### src/rtl/ssd1306_spi_tx.sv
// ssd1306_spi_tx: byte serializer for the SSD1306 4-wire SPI port.
// SPI mode 0, MSB first, one full CSn frame per byte. Every phase
// (SETUP, each SCLK half-period, HOLD, GAP) lasts CLK_DIV clk_in cycles.
// All outputs are registered; there is no combinational input-to-output path.
module ssd1306_spi_tx #(
  parameter int CLK_DIV = 4  // clk_in cycles per SCLK half-period, 1..255
) (
  input  logic       clk_in,
  input  logic       reset,
  input  logic       start,
  input  logic [7:0] data_in,
  input  logic       dc_in,
  output logic       ready,
  output logic       oled_sclk,
  output logic       oled_sdin,
  output logic       oled_csn,
  output logic       oled_dc
);

  typedef enum logic [2:0] {
    IDLE,
    SETUP,
    SHIFT,
    HOLD,
    GAP
  } state_t;

  localparam logic [7:0] DIV_RELOAD = 8'(CLK_DIV - 1);

  state_t     state, state_nxt;
  logic [7:0] div_cnt, div_nxt;
  logic [2:0] bit_cnt, bit_nxt;
  logic [7:0] shreg, shreg_nxt;
  logic       ready_nxt, sclk_nxt, sdin_nxt, csn_nxt, dc_nxt;
  logic       phase_done;

  // The current phase ends on the cycle the divider reaches zero.
  assign phase_done = (div_cnt == 8'd0);

  // State, divider and registered outputs; reset aborts any transfer.
  always_ff @(posedge clk_in) begin
    // NOTE: non-blocking assignments here so every register samples the
    // pre-edge values computed by the combinational block.
    if (reset) begin
      state     <= IDLE;
      div_cnt   <= DIV_RELOAD;
      bit_cnt   <= 3'd0;
      shreg     <= 8'd0;
      ready     <= 1'b0;
      oled_sclk <= 1'b0;
      oled_sdin <= 1'b0;
      oled_csn  <= 1'b1;
      oled_dc   <= 1'b0;
    end else begin
      state     <= state_nxt;
      div_cnt   <= div_nxt;
      bit_cnt   <= bit_nxt;
      shreg     <= shreg_nxt;
      ready     <= ready_nxt;
      oled_sclk <= sclk_nxt;
      oled_sdin <= sdin_nxt;
      oled_csn  <= csn_nxt;
      oled_dc   <= dc_nxt;
    end
  end

  // Next-state and next-output logic for the frame sequence.
  always_comb begin
    // NOTE: every variable gets a default first (hold its value), so no
    // path through the case statement can infer a latch.
    state_nxt = state;
    div_nxt   = phase_done ? DIV_RELOAD : div_cnt - 8'd1;
    bit_nxt   = bit_cnt;
    shreg_nxt = shreg;
    ready_nxt = ready;
    sclk_nxt  = oled_sclk;
    sdin_nxt  = oled_sdin;
    csn_nxt   = oled_csn;
    dc_nxt    = oled_dc;

    unique case (state)
      IDLE: begin
        ready_nxt = 1'b1;
        csn_nxt   = 1'b1;
        sclk_nxt  = 1'b0;
        div_nxt   = DIV_RELOAD;
        if (start && ready) begin
          shreg_nxt = data_in;
          dc_nxt    = dc_in;
          sdin_nxt  = data_in[7];
          csn_nxt   = 1'b0;
          ready_nxt = 1'b0;
          bit_nxt   = 3'd0;
          state_nxt = SETUP;
        end
      end
      SETUP: begin
        if (phase_done) begin
          sclk_nxt  = 1'b1;
          state_nxt = SHIFT;
        end
      end
      SHIFT: begin
        if (phase_done) begin
          if (oled_sclk) begin
            // Falling edge: present the next lower bit; the last bit is held.
            sclk_nxt = 1'b0;
            if (bit_cnt != 3'd7) begin
              sdin_nxt  = shreg[6];
              shreg_nxt = {shreg[6:0], 1'b0};
            end
          end else if (bit_cnt == 3'd7) begin
            // Low half of the 8th bit is over.
            bit_nxt   = 3'd0;
            state_nxt = HOLD;
          end else begin
            bit_nxt  = bit_cnt + 3'd1;
            sclk_nxt = 1'b1;
          end
        end
      end
      HOLD: begin
        if (phase_done) begin
          csn_nxt   = 1'b1;
          state_nxt = GAP;
        end
      end
      GAP: begin
        if (phase_done) begin
          ready_nxt = 1'b1;
          state_nxt = IDLE;
        end
      end
      default: begin
        state_nxt = IDLE;
      end
    endcase
  end

endmodule

### config.mk
export PLATFORM = sky130hd
export DESIGN_NAME = ssd1306_spi_tx
export DESIGN_NICKNAME = d
export VERILOG_FILES = /design/src/rtl/ssd1306_spi_tx.sv
export SDC_FILE = /design/constraint.sdc
export NUM_CORES = 1
export LEC_CHECK = 0
export CELL_PAD_IN_SITES_DETAIL_PLACEMENT = 1
export CELL_PAD_IN_SITES_GLOBAL_PLACEMENT = 2
export CORE_MARGIN = 10
export CORE_UTILIZATION = 30
export CTS_CLUSTER_DIAMETER = 200
export DETAILED_ROUTE_END_ITERATION = 8
export GPL_ROUTABILITY_DRIVEN = 0
export PLACE_DENSITY = 0.69
export SLEW_MARGIN = 15
export SYNTH_ARGS = -nofsm -noshare
export SYNTH_HDL_FRONTEND = slang
export SYNTH_SLANG_ARGS = --single-unit
### constraint.sdc
create_clock -name clk_in -period 3.5 [get_ports clk_in]
set_input_delay 0.7 -clock clk_in [delete_from_list [all_inputs] [get_ports clk_in]]
set_output_delay 0.7 -clock clk_in [all_outputs]
set_load 0.01 [all_outputs]
Yosys cells after proc, flatten, opt, wreduce, memory -nomap -nowiden. Cells that the tools add are included.

Flip-flop bits (word level): 26. Word-level logic and storage cells: 72. Bits of input ports: 12.

Muxes and demuxes: 31. Reduce and logical (&&, ||, !) cells: 15. $add $sub $neg: 2. Eq/ne operators: 15.

Operators by type and width (number): $mux W3 (11); $mux W7 (4); $ne A2 B2 Y1 const B (9); $pmux W3 S5 (1); $pmux W7 S2 (1); $mux W1 (9); $logic_not A8 Y1 (1); $sub A8 B1 Y8 const B (1); $reduce_and A7 Y1 (1); $eq A3 B2 Y1 const B (2); $eq A3 B3 Y1 const B (2); $pmux W1 S2 (3); $pmux W3 S2 (1); $reduce_and A2 Y1 (3); $reduce_bool A2 Y1 (3); $reduce_and A5 Y1 (1); $reduce_and A4 Y1 (1); $add A3 B1 Y3 const B (1); $eq A3 B1 Y1 const B (1); $logic_not A3 Y1 (1); $ne A3 B3 Y1 const B (1); $pmux W1 S3 (1); $reduce_and A3 Y1 (1); $reduce_bool A3 Y1 (1); other kinds (2) (2).

Depth between registers and ports, before layout. Gate-level depths: netlist of run 1.

Depth in word-level cells: 5. Gate-level depth with buffers: 7.

Worst setup path before layout of run 1. Ideal clock, no wire load.

Path kind: register to register. From: register bit_cnt[0]. To: register shreg[0]. Library setup time: 0.116 ns. Arrival time: 1.711 ns. Clock period less this slack: 1.827 ns. Setup slack: 1.673 ns. Path buffers: 1. Cell stages (with the launch flop): 8. Data required time: 3.384 ns. Cell sequence: dfxtp_1 -> ha_1 -> ha_1 -> nor4b_4 -> nand4_4 -> and2_4 -> buf_6 -> a31o_2.

Cells in the longest elaborated chain, start to end: 3.

RTL lines: start: declaration (line 32) `logic [2:0] bit_cnt, bit_nxt;`; start signal: assignment (line 57) `bit_cnt <= bit_nxt;`; $ne A3 B3 Y1 (line 108) `if (bit_cnt != 3'd7) begin`; $ne A2 B2 Y1 (no line); $reduce_and A5 Y1 (no line); end signal: assignment (line 58) `shreg <= shreg_nxt;`; end: declaration (line 33) `logic [7:0] shreg, shreg_nxt;`.

No other way between the ends. A chain may end at the register's enable or synchronous reset.

Final worst setup path of run 1.
From: register state[0]. To: register shreg[5].

Cells in the longest elaborated chain, start to end: 3. Elaborated cells on any way between the ends: 9. Those cells by class: 5 x eq/ne; 1 x mux; 3 x reduce/logical.

RTL lines: start: declaration (line 30) `state_t state, state_nxt;`; start signal: assignment (line 55) `state <= state_nxt;`; $eq A3 B2 Y1 or $logic_not A3 Y1 (tied branches) (line 81) `unique case (state)`; $ne A2 B2 Y1 (no line) or $reduce_bool A2 Y1 (tied branches); $reduce_and A5 Y1 (no line).

Several ways; a longest one is shown, not always the timed one.

==> summary.md, run 1 <==
| Metric | Value |
|---|---|
| Main synth FF type | `dfxtp_1` |
| Die X | `86.7 um` |
| Fin crit period | `between 2 and 2.5 ns` |
| Core area | `between 0.004 and 0.005 mm^2` |
| Resize count post-CTS | `0` |
| Maximum vdd drop | `between 100 and 150 uV` |
| CP Cell Sequence | `nor3_2, nand3_1, and2_4, a211oi_1` |
| Nets@finish | `170` |
| Area delta synth->final | `17.1%` |
| Top cells by area, synth | `dfxtp_1 39%, nor4b_4 5.3%, a221oi_1 4.6%, a211oi_1 3.9%, nand3_1 3.7%` |
| # placed instances | `slightly above 200` |
| Relative slew slack | `0.595` |
| Outcome | `finished clean` |
| Worst-path clk slew | `about 0.10 ns` |
| Tot GR Track Use | `0.0925` |
| Avg Inst Size Synth | `between 9 and 10 um^2` |
| HP Class | `flop to flop` |
| I/O pin cnt | `17` |
| TritonCTS buffer count | `3` |
| Clock Path Buffers | `2` |
| Register bit count reported by yosys | `26` |
| Startpoint types | `flop` |
| Non-filler instance count after layout | `just over 200` |
| Vias in the first global route | `1,124` |
| GRT overflow | `0` |
| Post-detail-place hpwl | `approximately 2500 um` |
| RSZ-0062 raised after global routing | `false` |
| Max-cap violations | `0` |
| Initial Utilization | `0.309` |
| Critical setup path kind | `flop to flop` |
| DR vias | `around 1.1k` |
| Port Buffer Count | `16` |
| Syn Inst Count | `between 100 and 150` |
| CTS tree | `yes` |
| Final Slew Violations | `0` |
| Post-layout util | `0.362` |
| Post-CTS Setup Bufs | `0` |
| CTS hold repair buffers | `0` |
| Post-Route Setup TNS | `0 ns` |
| Critical Path Max Stage Delay | `roughly 0.53 ns` |
| Warnings, synthesis | `0` |
| Pleak | `between 0.5 and 0.6 nW` |
| Pwr/cell area | `around 380 mW/mm^2` |
| Register area share after synthesis | `0.390` |
| Initial antenna violation count | `0` |
| Post-synth EDFFs | `0` |
| Period utilization | `0.618` |
| DRT Pass-1 Iters | `3` |
| Synth async-reset ratio | `0` |
| Worst Setup End Kind | `flop` |
| DIE AREA | `~0.0075 mm^2` |
| DRT iter0 DRCs | `46` |
| Antenna cell count | `0` |
| Clock Latency Late Sink | `roughly 0.28 ns` |
| Detailed-route wire length | `3440 um` |
| Slew @ Worst Pin | `just over 0.6 ns` |
| Via density | `about 5.3` |
| CTS Root Cell | `clkbuf_8` |
| Row count | `24` |
| Hold WS | `a little over 0.4 ns` |
| Worst EP required | `~3.7 ns` |
| Area leader, netlist | `dfxtp_1` |
| Post-Syn Area | `0.00134 mm^2` |
| Largest net degree at the start of global routing | `18` |
| Layout cells sized above 1 | `0.104` |
| DR WL/cell | `16.7 um` |
| CTS H-tree depth | `1` |
| Slowest CP cell | `nand3_1` |
| Clk_skew | `between 0.01 and 0.015 ns` |
| Die Span Y | `a little under 90 um` |
| Max FO, Critical Path | `14` |
| Syn nets | `between 150 and 200` |
| Detail Route Antenna Nets | `0` |
| Critical path data arrival time | `between 2 and 2.5 ns` |
| First-pass GRT wire length | `between 5000 and 6000 um` |
| Final setup viols | `0` |
| Drt drc | `0` |
| Final hold violation count | `0` |
| Peak Freq | `approximately 0.46 GHz` |
| Synth top area share | `0.390` |
| Clock Sink Count | `26` |
| Synth unique cells | `37` |
[area by class of cell]
cell class	count	area (um^2)
well taps	52	65.1
fillers	517	2760
multi-input cells	96	712
repair buffers	18	175
flip-flops and latches	26	520
inverters	10	37.5
clock buffers	4	55.1
[report_power, final]
| group | internal (mW) | leakage [nW] | switching (mW) | total (mW) |
|---|---|---|---|---|
| clock network | 0.101 | 0.0288 | 0.104 | 0.205 |
| registers | 0.309 | 0.212 | 0.0129 | 0.322 |
| logic | 0.0360 | 0.298 | 0.0333 | 0.0693 |
| total | 0.446 | 0.538 | 0.150 | 0.596 |
[logic make-up after synthesis]
group	after synthesis	synth area share
adder cells (fa/ha/maj)	3	0.0281
buffers and inverters	19	0.0777
AND/OR/NAND/NOR	56	0.299
multiplexers	1	0.00749
XOR/XNOR	6	0.0393
flip-flops	26	0.390
AO/OA/AOI/OAI	30	0.159
[sequential cells by signal (all words and copies together) (netlist names)]
register,flops
oled_sclk,1
oled_sdin,1
oled_csn,1
div_cnt,8
ready,1
bit_cnt,3
oled_dc,1
state,3
shreg,7
[stage by stage]
stage                     instance area, um^2  power, mW  worst slack, ns
final                                    1570      0.596             1.34
after global routing                     1570      0.619             1.16
after CTS                                1570      0.599             1.30
after detailed placement                 1510      0.399             1.07
after global placement                   1510      0.396             1.16
after floorplan                          1340      0.371             1.67
[worst max-delay path: cells and delay by family (launching register included)]
family	cells	cell delay, ns
flip-flops	1	0.45
AND/OR/NAND/NOR	3	1.32
AO/OA/AOI/OAI	1	0.28
[layout by cell type, fill, tap and decap left out, drive strengths merged, types with 2 or more instances in the layout]
master and n:
xor2 3, buf 2, o21ai 3, a221oi 7
nor2 12, nand3 10, inv 10, a211oi 7
nand3b 3, nor2b 6, ha 3, nor3b 3
xnor2 3, nand2 4, clkbuf 4, a21oi 8
or3 2, nor3 5, dfxtp 26, nand4b 2
clkdlybuf4s50 16, nor4b 3
[synth_stat cells, drive strengths merged, types with 2 or more instances]
cell type  count
buf            7
xnor2          3
xor2           3
nor2          12
nand4b         2
a21oi          8
nor3           5
clkbuf         2
nor3b          3
nand3b         3
inv           10
nor2b          6
o21ai          3
a211oi         7
nor4b          3
or3            2
dfxtp         26
nand3         10
nand2          4
ha             3
a221oi         7
[worst paths after layout]
check	start	endpoint	slack (ns)	cells past startpoint
min	div_cnt[0]	div_cnt[0]	0.41	1
max reg2reg	state[0]	shreg[5]	1.34	4
min reg2reg	div_cnt[0]	div_cnt[0]	0.41	1
max	state[0]	shreg[5]	1.34	4
[per-layer routing]
| metal | global-route usage | vias to the layer above | wire length [um] |
|---|---|---|---|
| li1 | - | 533 | - |
| met1 | 0.115 | 535 | 1690 |
| met2 | 0.148 | 13 | 1580 |
| met3 | 0.0253 | 5 | 123 |
| met4 | 0.0339 | 0 | 41 |
| met5 | 0 | - | 0 |
Note: power is estimated with default switching activity, not from simulation.
==> inputs of run 2 (changes only) <==
==> constraint.sdc (replaced) <==
create_clock -name clk_in -period 2.2 [get_ports clk_in]
set_input_delay 0.44 -clock clk_in [delete_from_list [all_inputs] [get_ports clk_in]]
set_output_delay 0.44 -clock clk_in [all_outputs]
set_load 0.01 [all_outputs]
==> summary.md, run 2 (synthesized netlist as in run 1, its figures left out) <==
| Metric | Value |
|---|---|
| RSZ-0062 raised after global routing | `false` |
| CTS tree | `yes` |
| CTS hold repair buffers | `0 (unchanged)` |
| Post-Route Setup TNS | `0 ns (unchanged)` |
| Clock Path Buffers | `2 (unchanged)` |
| Detail Route Antenna Nets | `0 (unchanged)` |
| Port Buffer Count | `16 (unchanged)` |
| Final setup margin | `0.298 ns (-1.04 ns)` |
| Fillers | `511 (-1.2%)` |
| Detailed-route wire length | `3290 um (-4.4%)` |
| Post-CTS Setup Bufs | `0 (unchanged)` |
| Initial Utilization | `0.309 (unchanged)` |
| CTS Root Cell | `clkbuf_8` |
| Most common cell after layout, fill and taps aside | `dfxtp_1` |
| Clock Latency Late Sink | `0.26 ns (-0.02 ns)` |
| Area delta synth->final | `17.2% (about the same)` |
| Period utilization | `0.865 (+0.246)` |
| Comb power frac | `0.129 (+0.013)` |
| Worst EP required | `2.38 ns (-1.30 ns)` |
| Row count | `24 (unchanged)` |
| Tot GR Track Use | `0.0922 (-0.000244)` |
| I/O pin cnt | `17 (unchanged)` |
| Peak Freq | `0.526 GHz (+14%)` |
| Clk_skew | `0.00110 ns (-0.0109 ns)` |
| Most frequent cells in the layout | `26 x dfxtp_1, 16 x clkdlybuf4s50_1, 12 x nor2_1` |
| DIE AREA | `0.00752 mm^2 (unchanged)` |
| Relative slew slack | `0.682 (+0.0870)` |
| Placement Setup Slack | `0.201 ns (-0.865 ns)` |
| Clock share of power | `0.297 (-0.047)` |
| Largest register FFs | `8 (unchanged)` |
| Nets@finish | `172 (+1.2%)` |
| Post-detail-place hpwl | `2450 um (-2.1%)` |
| Resize count post-CTS | `0 (unchanged)` |
| Slew @ Worst Pin | `0.477 ns (-0.129 ns)` |
| Hold WS | `0.408 ns (+0.000633 ns)` |
| Vias in the first global route | `1,131 (+0.62%)` |
| Largest regs | `div_cnt (8), shreg (7)` |
| Pwr/cell area | `570 mW/mm^2 (+50%)` |
| Psw | `0.216 mW (+44%)` |
| Biggest register | `div_cnt` |
| Final setup viols | `0 (unchanged)` |
| Fin crit period | `1.90 ns (-0.262 ns)` |
| Die Span Y | `86.7 um (unchanged)` |
| Clock Sink Count | `26 (unchanged)` |
| Core area | `0.00432 mm^2 (unchanged)` |
| Max FO, Critical Path | `8 (-6)` |
| DRT iter0 DRCs | `42 (-8.7%)` |
| Startpoint types | `flop` |
| Layout cells sized above 1 | `0.110 (+0.00578)` |
| Final hold violation count | `0 (unchanged)` |
| Total power | `0.892 mW (+50%)` |
| Final Slew Violations | `0 (unchanged)` |
| Die X | `86.7 um (unchanged)` |
| CTS H-tree depth | `1 (unchanged)` |
| Initial antenna violation count | `0 (unchanged)` |
| Worst-path clk slew | `0.09 ns (about the same)` |
| Pleak | `0.540 nW (+0.31%)` |
| DRT Pass-1 Iters | `4 (+1)` |
| Via density | `5.24 (-0.57%)` |
| Largest net degree at the start of global routing | `20 (+2)` |
| Critical path data arrival time | `2.08 ns (-0.26 ns)` |
| First-pass GRT wire length | `5790 um (+0.61%)` |
| Sequential Power Share | `0.574 (+0.034)` |
| HP Class | `flop to flop` |
| Worst Setup End Kind | `flop` |
| Sw Ratio | `0.242 (-0.00982)` |
| Outcome | `finished clean` |
| Cell internal pwr | `0.676 mW (+52%)` |
| Maximum vdd drop | `219 uV (+70%)` |
| Drt drc | `0 (unchanged)` |
| TritonCTS buffer count | `3 (unchanged)` |
| DR WL/cell | `15.9 um (-4.9%)` |
| GRT overflow | `0 (unchanged)` |
| Antenna cell count | `0 (unchanged)` |
| Max-cap violations | `0 (unchanged)` |
| Critical setup path kind | `flop to flop` |
| DR vias | `1,085 (-0.092%)` |
[run 2: metal layers]
layer | share of wire | vias to the layer above | wire (um) | track usage
li1 | - | 540 | - | -
met1 | 0.47 | 523 | 1530 | 0.117
met3 | 0.051 | 2 | 166 | 0.0272
met4 | 0.0061 | 0 | 20 | 0.0368
met5 | 0 | - | 0 | 0
met2 | 0.48 | 20 | 1570 | 0.142
[run 2: path summary, 6_finish.rpt]
check | from | end | slack (ns) | cells after the start
setup / recovery | bit_cnt[0] | shreg[4] | 0.30 | 6
setup reg to reg | bit_cnt[0] | shreg[4] | 0.30 | 6
hold reg to reg | div_cnt[0] | div_cnt[0] | 0.41 | 1
hold / removal | div_cnt[0] | div_cnt[0] | 0.41 | 1
[run 2: critical path, cell delays in order (launching register included)]
cell and delay, ns:
dfxtp_1 0.34, ha_1 0.20, ha_1 0.23, nor4b_4 0.33, nand4_4 0.20, and2_4 0.26
a211oi_1 0.26
[run 2: through the flow]
step / area [um^2] / std cells / util
5_1_grt: 1570 / 207 / 0.362
6_report: 1570 / 207 / 0.362
3_3_place_gp: 1530 / 204 / 0.353
2_1_floorplan: 1340 / 141 / -
3_5_place_dp: 1530 / 204 / 0.353
4_1_cts: 1570 / 207 / 0.362
[run 2: final cells by class]
type                            count  area [um^2]  share of cell area
Multi-Input combinational cell     96          712               0.454
Sequential cell                    26          520               0.332
Timing Repair Buffer               20          190               0.121
Tap cell                           52         65.1              0.0415
Clock buffer                        3         41.3              0.0264
Inverter                           10         37.5              0.0240
[run 2: power by group through the flow]
stage	registers (mW)	clock network [mW]	logic, mW
after detailed placement	0.523	0	0.116
after global routing	0.516	0.298	0.128
after CTS	0.512	0.279	0.117
final	0.512	0.265	0.115
after global placement	0.522	0	0.112
after floorplan	0.516	0	0.0747
==> inputs of run 3 (changes only) <==
--- a/config.mk
+++ b/config.mk
@@ -12,6 +12,7 @@
 export CTS_CLUSTER_DIAMETER = 200
 export DETAILED_ROUTE_END_ITERATION = 8
 export GPL_ROUTABILITY_DRIVEN = 0
+export GPL_TIMING_DRIVEN = 0
 export PLACE_DENSITY = 0.69
 export SLEW_MARGIN = 15
 export SYNTH_ARGS = -nofsm -noshare
==> summary.md, run 3 (synthesized netlist as in run 1, its figures left out) <==
| Metric | Value |
|---|---|
| Outcome | `finished clean` |
| Tot GR Track Use | `0.0968 (+0.00461)` |
| Min-delay src | `div_cnt[0]` |
| Crit path buf inv count | `1 (+1)` |
| Worst-path clk slew | `0.08 ns (about the same)` |
| Via density | `5.24 (-0.10%)` |
| TritonCTS buffer count | `3 (unchanged)` |
| Biggest register | `div_cnt` |
| Detail Route Antenna Nets | `0 (unchanged)` |
| CP Launch Point | `bit_cnt[0]` |
| Critical path data arrival time | `2.14 ns (+0.06 ns)` |
| Final hold violation count | `0 (unchanged)` |
| Nets@finish | `180 (+4.7%)` |
| Post-Route Setup TNS | `0 ns (unchanged)` |
| Post-layout util | `0.379 (+0.0168)` |
| Initial Utilization | `0.309 (unchanged)` |
| Largest regs | `div_cnt (8), shreg (7)` |
| Non-filler instance count after layout | `216 (+4.3%)` |
| Slowest CP cell | `nor4b_4` |
| Post-detail-place hpwl | `2550 um (+3.7%)` |
| Final setup viols | `0 (unchanged)` |
| Period utilization | `0.907 (+0.0427)` |
| Critical Path Max Stage Delay | `0.40 ns (+0.06 ns)` |
| Final Slew Violations | `0 (unchanged)` |
| Critical R2R Capture | `oled_sdin` |
| Clock Latency Late Sink | `0.28 ns (+0.02 ns)` |
| CTS hold repair buffers | `0 (unchanged)` |
| Layout cells sized above 1 | `0.146 (+0.0367)` |
| DIE AREA | `0.00752 mm^2 (unchanged)` |
| Area delta synth->final | `22.7%` |
| Max-cap violations | `0 (unchanged)` |
| Row count | `24 (unchanged)` |
| First-pass GRT wire length | `5950 um (+2.7%)` |
| DRT iter0 DRCs | `52 (+24%)` |
| Hold path cells | `1 (unchanged)` |
| CTS H-tree depth | `1 (unchanged)` |
| # placed instances | `209 (+2.5%)` |
| Delay-heaviest family, CP | `simple AND/OR/NAND/NOR gates` |
| Maximum vdd drop | `178 uV (-19%)` |
| Peak Freq | `0.501 GHz (-4.7%)` |
| Reg-to-reg critical path startpoint | `bit_cnt[0]` |
| Initial antenna violation count | `0 (unchanged)` |
| DRT Pass-1 Iters | `4 (unchanged)` |
| Clock Path Buffers | `2 (unchanged)` |
| R2R Setup Slk | `0.20 ns (-0.09 ns)` |
| Most frequent cells in the layout | `26 x dfxtp_1, 16 x clkdlybuf4s50_1, 12 x nor2_1` |
| Worst Setup End Kind | `flop` |
| RSZ-0062 raised after global routing | `false` |
| Largest register FFs | `8 (unchanged)` |
| CTS tree | `yes` |
| Max FO, Critical Path | `6 (-2)` |
| Pleak | `0.578 nW (+7.2%)` |
| Most common cell after layout, fill and taps aside | `dfxtp_1` |
| Clk_skew | `0.0137 ns (+0.0126 ns)` |
| DR WL/cell | `15.7 um (-1.1%)` |
| Drt drc | `0 (unchanged)` |
| Largest net degree at the start of global routing | `15 (-25%)` |
| Clock Sink Count | `26 (unchanged)` |
| Detailed-route wire length | `3390 um (+3.2%)` |
| Cell count of the worst reg-to-reg path | `7 (+1)` |
| Worst EP required | `2.34 ns (-0.04 ns)` |
| Startpoint types | `flop` |
| Vias in the first global route | `1,188 (+5.0%)` |
| Core area | `0.00432 mm^2 (unchanged)` |
| CTS Root Cell | `clkbuf_8` |
| Fin crit period | `2.00 ns (+0.0939 ns)` |
| GRT overflow | `0 (unchanged)` |
| Die X | `86.7 um (unchanged)` |
| Port Buffer Count | `16 (unchanged)` |
| CP Cell Sequence | `ha_1, ha_1, nor4b_4, nand4_4, buf_4, a221oi_1, a211oi_1` |
| DR vias | `1,131 (+4.2%)` |
| Antenna cell count | `0 (unchanged)` |
| Slew @ Worst Pin | `0.554 ns (+0.0776 ns)` |
| Pwr/cell area | `581 mW/mm^2 (+2.0%)` |
| Hold EP | `div_cnt[0]` |
| HP Class | `flop to flop` |
| Relative slew slack | `0.629 (-0.0529)` |
| Top cell by count, worst path | `ha_1` |
| I/O pin cnt | `17 (unchanged)` |
| Resize count post-CTS | `0 (unchanged)` |
| Die Span Y | `86.7 um (unchanged)` |
| Critical setup path kind | `flop to flop` |
-- run 3: cell types whose count changed in the layout (fill, tap and decap cells not counted), sizes merged --
cell    before  now
buf          4   10
clkbuf       3    6
-- run 3: cell type report --
cell class              count  area [um^2]
fillers                   513         2690
flip-flops and latches     26          520
multi-input cells          96          712
well taps                  52         65.1
clock buffers               4         55.1
plain buffers               9         66.3
repair buffers             19          183
inverters                  10         37.5
-- run 3: how the worst max path moves through the flow --
stage | depth (start not counted) | to
2_1_floorplan | 7 | shreg[0]
3_3_place_gp | 4 | state[1]
3_5_place_dp | 7 | shreg[0]
4_1_cts | 7 | shreg[0]
5_1_grt | 7 | oled_sdin
6_report | 7 | oled_sdin
-- run 3: worst register-to-register path, stage by stage, from the launching register on --
cell and delay (ns):
dfxtp_1 0.33, ha_1 0.20, ha_1 0.24, nor4b_4 0.41
nand4_4 0.16, buf_4 0.20, a221oi_1 0.25, a211oi_1 0.08
-- run 3: what timing repair did --
item,in CTS,in global routing
hold endpoints to repair,0,0
setup buffers,0,3
endpoints found under the setup margin,0,1
-- run 3: power breakdown --
part / total, mW / internal [mW] / switching, mW
combinational: 0.127 / 0.0660 / 0.0613
clock: 0.320 / 0.161 / 0.159
sequential: 0.505 / 0.492 / 0.0132
-- run 3: metal layers --
layer | GRT usage | share of wire | up-vias
met3 | 0.0216 | 0.031 | 5
met2 | 0.162 | 0.49 | 15
met4 | 0.0353 | 0.018 | 0
li1 | - | - | 562
met1 | 0.117 | 0.46 | 549
met5 | 0 | 0 | -
-- run 3: stage by stage --
| stage | hold WS [ns] | cell area (um^2) | total power [mW] | setup slack, ns |
|---|---|---|---|---|
| global route | 0.437 | 1640 | 1.00 | 0.0438 |
| detailed placement | 0.394 | 1560 | 0.645 | 0.135 |
| floorplan | 0.371 | 1340 | 0.590 | 0.373 |
| global placement | 0.385 | 1560 | 0.640 | 0.168 |
| CTS | 0.415 | 1620 | 0.964 | 0.133 |
| finish | 0.408 | 1640 | 0.952 | 0.204 |
